==> src/rtl/rom_dl_writer.sv <==
// ioctl download to ddram bridge: FIFO-buffered 16-bit words, toggle-handshake writes, ROM size/header report.
// Build option: define ROM_BITSWAP_EN to enable per-byte bit reversal controlled by swap_bits.
//
// state  | meaning
// IDLE   | waiting for FIFO data or end of download
// ISSUE  | write request toggled, waiting for wr_ack to match wr_req
// FINISH | download committed, done pulse, report latched the cycle before
module rom_dl_writer #(
    parameter int DEPTH = 4,
    parameter int AW    = 24
) (
    input  logic          clk_sys,
    input  logic          reset,
    input  logic          dl_active,
    input  logic          dl_wr,
    input  logic [15:0]   dl_data,
    output logic          dl_wait,
    input  logic          swap_bits,
    output logic [AW-1:0] wr_addr,
    output logic [15:0]   wr_data,
    output logic          wr_req,
    input  logic          wr_ack,
    output logic [AW-1:0] rom_size,
    output logic          hdr_present,
    output logic [AW-1:0] rd_offset,
    output logic          done,
    output logic          overflow
);

    localparam int PW = $clog2(DEPTH);
    localparam logic [PW:0]   FULL_CNT = (PW+1)'(DEPTH);
    localparam logic [PW:0]   WAIT_CNT = (PW+1)'(DEPTH - 1);
    localparam logic [AW-1:0] CNT_MAX  = {{(AW-1){1'b1}}, 1'b0};
    localparam logic [AW-1:0] HDR_OFF  = AW'(512);

    typedef enum logic [1:0] {S_IDLE, S_ISSUE, S_FINISH} state_t;

    state_t        state, state_next;
    logic          dl_active_q;
    logic          start;
    logic          pending;
    logic          discard;
    logic [15:0]   mem [DEPTH];
    logic [PW-1:0] wptr, rptr;
    logic [PW:0]   count, count_next;
    logic [AW-1:0] byte_cnt;
    logic [15:0]   din;
    logic          empty, full, hs_idle;
    logic          push, pop, issue_done, finish_go;

`ifdef ROM_BITSWAP_EN
    function automatic logic [7:0] rev8(input logic [7:0] b);
        logic [7:0] r;
        for (int i = 0; i < 8; i++) r[i] = b[7-i];
        return r;
    endfunction

    assign din = swap_bits ? {rev8(dl_data[15:8]), rev8(dl_data[7:0])} : dl_data;
`else
    logic swap_bits_unused;
    assign swap_bits_unused = swap_bits;
    assign din = dl_data;
`endif

    assign start   = dl_active & ~dl_active_q;
    assign empty   = (count == '0);
    assign full    = (count == FULL_CNT);
    assign hs_idle = (wr_req == wr_ack);
    assign push    = dl_wr & ~full & ~start;

    always_comb begin
        if (start) count_next = '0;
        else       count_next = count + (PW+1)'(push) - (PW+1)'(pop);
    end

    always_ff @(posedge clk_sys) begin
        if (reset) state <= S_IDLE;
        else       state <= state_next;
    end

    always_comb begin
        state_next = state;
        case (state)
            S_IDLE: begin
                if (!start) begin
                    if (!empty && hs_idle)                    state_next = S_ISSUE;
                    else if (!dl_active && empty && pending)  state_next = S_FINISH;
                end
            end
            S_ISSUE:  if (hs_idle) state_next = S_IDLE;
            S_FINISH: state_next = S_IDLE;
            default:  state_next = S_IDLE;
        endcase
    end

    always_comb begin
        pop        = 1'b0;
        issue_done = 1'b0;
        finish_go  = 1'b0;
        done       = 1'b0;
        case (state)
            S_IDLE: begin
                if (!start) begin
                    if (!empty && hs_idle)                    pop = 1'b1;
                    else if (!dl_active && empty && pending)  finish_go = 1'b1;
                end
            end
            S_ISSUE:  issue_done = hs_idle;
            S_FINISH: done = 1'b1;
            default:  ;
        endcase
    end

    always_ff @(posedge clk_sys) begin
        if (push) mem[wptr] <= din;
    end

    always_ff @(posedge clk_sys) begin
        if (reset) begin
            dl_active_q <= 1'b0;
            pending     <= 1'b0;
            discard     <= 1'b0;
            wptr        <= '0;
            rptr        <= '0;
            count       <= '0;
            dl_wait     <= 1'b0;
            byte_cnt    <= '0;
            wr_addr     <= '0;
            wr_data     <= '0;
            wr_req      <= 1'b0;
            rom_size    <= '0;
            hdr_present <= 1'b0;
            rd_offset   <= '0;
            overflow    <= 1'b0;
        end else begin
            dl_active_q <= dl_active;
            count       <= count_next;
            dl_wait     <= (count_next >= WAIT_CNT);

            // A handshake in flight at download start is allowed to finish but must not move the address.
            if (start && state == S_ISSUE && !hs_idle) discard <= 1'b1;
            else if (issue_done)                       discard <= 1'b0;

            if (start) begin
                pending     <= 1'b1;
                wptr        <= '0;
                rptr        <= '0;
                byte_cnt    <= '0;
                wr_addr     <= '0;
                overflow    <= 1'b0;
                hdr_present <= 1'b0;
                rd_offset   <= '0;
            end else begin
                if (push) wptr <= wptr + PW'(1);
                if (pop)  rptr <= rptr + PW'(1);
                if (push && byte_cnt != CNT_MAX) byte_cnt <= byte_cnt + AW'(2);
                if (dl_wr && full)               overflow <= 1'b1;
                if (issue_done && !discard)      wr_addr  <= wr_addr + AW'(2);
                if (finish_go) begin
                    rom_size    <= byte_cnt;
                    hdr_present <= byte_cnt[9];
                    rd_offset   <= byte_cnt[9] ? HDR_OFF : '0;
                end
                if (state == S_FINISH) pending <= 1'b0;
            end

            if (pop) begin
                wr_data <= mem[rptr];
                wr_req  <= ~wr_req;
            end
        end
    end

endmodule

==> config.mk <==
export PLATFORM = sky130hd
export DESIGN_NAME = rom_dl_writer
export DESIGN_NICKNAME = d
export VERILOG_FILES = /design/src/rtl/rom_dl_writer.sv
export SDC_FILE = /design/constraint.sdc
export NUM_CORES = 1
export LEC_CHECK = 0
export CAP_MARGIN = 20
export CORE_ASPECT_RATIO = 0.5
export CORE_UTILIZATION = 57
export CTS_CLUSTER_SIZE = 28
export DETAILED_ROUTE_END_ITERATION = 8
export GPL_ROUTABILITY_DRIVEN = 0
export GPL_TIMING_DRIVEN = 0
export PLACE_DENSITY = 0.88
export SYNTH_ARGS = -nofsm -noshare
export SYNTH_HDL_FRONTEND = slang
export SYNTH_SLANG_ARGS = --single-unit
==> constraint.sdc <==
create_clock -name clk_sys -period 7.2 [get_ports clk_sys]
set_input_delay 1.8 -clock clk_sys [delete_from_list [all_inputs] [get_ports clk_sys]]
set_output_delay 1.8 -clock clk_sys [all_outputs]
set_load 0.005 [all_outputs]
==> run summary <==
Status = finished clean
Gr usage total = 0.253
Leak = 2.89 nW
Final Max Tran Viols = 0
Worst relative slew slack = 0.395
Setup TNS = 0 ns
Async SR Flop Fraction = 0
Worst setup SP type = input port
DRT iter0 DRCs = 319
FILL cells = 742
Critical Path Max Stage Delay = 0.52 ns
Reg area = 3940 um2
Clock power frac = 0.444
Port-buffer cells = 87
Vias/cell = 5.52
Syn Inst Count = 622
Sequential cell fraction of total power = 0.485
Skew final = 0.0122 ns
Cell Rows = 27
NetSw = 0.495 mW
Initial Util = 0.602
DRC violations left = 0
Multi-input logic area = 2540 um2
Required @ worst endpoint = 7.48 ns
Tcrit/Tclk final = 0.646
Hold Crit Class = register to register
Drt first pass iters = 5
Drt wl/cell = 16.0 um
VDD IR max = 0.000268 V
Comb power frac = 0.071
Compound-cell area share of the yosys netlist = 0.0713
Number of synthesized flops with an enable pin = 64
Crit. End Element = register
Slowest stage cell, crit path = clkdlybuf4s50_1
Synthesized-area fraction occupied by adder cells = 0.0177
CTS tree = yes
Layout cells sized above 1 = 0.116
Root buffer cell = clkbuf_16
Setup violators final = 0
Grt total ovfl = 0
Cts bufs inserted = 17
Clock transition at the registers of the reported paths = 0.06 ns
Htree depth = 4
Power Dens Cells = 242 nW/um2
I/O Pins = 115
Synth Area in Simple Gates = 0.175
Sw frac = 0.239
Yosys warning count = 0
Crit path kind = input port to register
Tot Pwr = 2.07 mW
Xor/xnor cell area share of the yosys netlist = 0.0426
Final Hold Fails = 0
Average size of a mapped cell = 10.9 um2
Post-route ant nets = 0
Routed via count = 5103
Vias in the first global route = 4711
Initial antenna violation count = 0
PostCTS Resize Cnt = 0
P&R area growth vs syn = 25.8%
Sequential area share after synthesis = 0.581
# hold bufs at CTS = 0
Setup Fix Bufs, Post-CTS = 0
Flops & latches, synth = 165
Final Critical Period = 4.65 ns
Vert. Die Dim = 79.2 um
Worst slew pin tran = 0.908 ns
CP arrival = 4.93 ns
Worst-path cell chain = clkdlybuf4s50_1, xor2_1, nor2_1, nand3_1, inv_1, clkbuf_1, ha_1, inv_1, ha_1, fa_1, xnor2_1, xnor2_1, a21oi_1
Clock buffer depth = 2
Max Cap Viol = 0
WL final = 14800 um
Crit path max fanout = 10
ANT cells = 0
Die ar. = 12400 um2
Synth Flop Type = dfxtp_1
# clock sinks = 165
Largest net degree at the start of global routing = 17
Core area = 11300 um2
Die W = 156 um
Fmax = 0.215 GHz
RSZ-0062 raised after global routing = false
Netlist Area Pre-Place = 6790 um2
Nets = 783
First-pass GRT wire length = 23400 um
Unique masters post-synth = 47
Dominant combinational cell family by area after synthesis = simple AND/OR/NAND/NOR gates
Post-synthesis mux area share = 0.0546
Internal power consumption = 1.58 mW
Clk_lat worst skew = 0.43 ns
HPWL after DPL = 9660 um
[layer usage]
layer	up-vias	share of wire	wire, um	global-route usage
li1	2413	-	-	-
met1	2475	0.42	6280	0.309
met2	193	0.50	7360	0.436
met3	22	0.064	948	0.0562
met4	0	0.015	229	0.112
met5	-	0	0	0
[synthesized netlist by cell type (3+ instances only)]
| library cell | number | area share |
|---|---|---|
| and2_1 | 7 | 0.0065 |
| or4_1 | 7 | 0.0077 |
| clkbuf_1 | 22 | 0.012 |
| nand2_1 | 101 | 0.056 |
| edfxtp_1 | 64 | 0.28 |
| nand2b_1 | 3 | 0.0028 |
| nand3_1 | 16 | 0.012 |
| or3_1 | 10 | 0.0092 |
| mux4_2 | 16 | 0.053 |
| o211ai_1 | 4 | 0.0044 |
| dfxtp_1 | 101 | 0.30 |
| inv_1 | 14 | 0.0077 |
| buf_2 | 4 | 0.0029 |
| nor2b_1 | 4 | 0.0037 |
| nor4_1 | 10 | 0.0092 |
| xor2_1 | 6 | 0.0077 |
| nor3_1 | 10 | 0.0074 |
| o21ai_0 | 11 | 0.0081 |
| nor2_1 | 43 | 0.024 |
| buf_4 | 28 | 0.031 |
| and4_1 | 6 | 0.0077 |
| and3_1 | 6 | 0.0055 |
| o31ai_1 | 3 | 0.0033 |
| xnor2_1 | 27 | 0.035 |
| a21oi_1 | 59 | 0.043 |
| nand4_1 | 9 | 0.0083 |
| ha_1 | 8 | 0.015 |
[flip-flops by register name (all words and copies together), names as in the netlist, 2 cells and up]
register and count:
byte_cnt 23, wr_addr 23, mem 64, rom_size 23
state 2, rptr 2, wptr 2, count 3
wr_data 16
[power by group through the flow]
stage	logic [mW]	clock network, mW	registers, mW
after floorplan	0.0869	0	1.02
after global placement	0.138	0	1.02
after detailed placement	0.143	0	1.02
after CTS	0.146	0.928	1.00
after global routing	0.160	0.972	1.01
final	0.146	0.920	1.00
[worst max-delay path: cells and delay by family]
family,cells,cell delay [ns]
buf+inv,4,0.98
fa+ha+maj,3,0.94
xor+xnor,3,0.69
simple gates,2,0.41
compound gates,1,0.10
[path summary, 6_finish.rpt]
kind	start	slack, ns	endpoint	cells past startpoint
worst min register to register	rom_size[1]	0.46	rom_size[1]	2
worst max register to register	count[2]	3.92	dl_wait	12
worst min-delay path	rom_size[1]	0.46	rom_size[1]	2
worst max-delay path	wr_ack	2.55	dl_wait	13
[cells by family (layout without fill, tap and decap cells)]
kind of cell               after synthesis  after routing
xor gates and xnor gates                33             33
adders and majority gates                9              9
AOI/OAI and AO/OA                       85             85
buffers and inverters                   71            190
other                                    1             25
DFF                                    165            165
and+or+nand+nor                        241            241
muxes                                   17             17
[through the flow]
step / utilization / hold slack [ns] / setup slack (ns) / std cells / cell area (um2)
after floorplan: - / 0.446 / 3.29 / 646 / 6880
after global placement: 0.704 / 0.444 / 2.34 / 892 / 7950
after detailed placement: 0.704 / 0.447 / 2.19 / 892 / 7950
after CTS: 0.757 / 0.456 / 2.56 / 924 / 8540
after global routing: 0.757 / 0.469 / 2.36 / 924 / 8540
final: 0.757 / 0.456 / 2.55 / 924 / 8540
[cell usage in the layout (no fill, tap or decap), types with 5 or more instances in the layout]
master,count
or4_1,7
inv_1,14
inv_6,5
conb_1,25
clkbuf_1,22
clkbuf_16,17
mux4_2,16
a21oi_1,59
buf_4,28
and4_1,6
xor2_1,6
xnor2_1,27
clkdlybuf4s50_1,87
edfxtp_1,64
nor2_1,43
and2_1,7
o21ai_0,11
ha_1,8
or3_1,10
nand3_1,16
nor3_1,10
dfxtp_1,101
nand4_1,9
nor4_1,10
and3_1,6
nand2_1,101
[cell type report]
type | count | area share
Clock inverter | 15 | 0.0195
Tap cell | 159 | 0.0233
Timing Repair Buffer | 87 | 0.102
Inverter | 14 | 0.00615
Sequential cell | 165 | 0.462
Clock buffer | 17 | 0.0498
Buffer | 57 | 0.0397
Multi-Input combinational cell | 410 | 0.298
No activity file was read; power rests on OpenSTA's default activity.
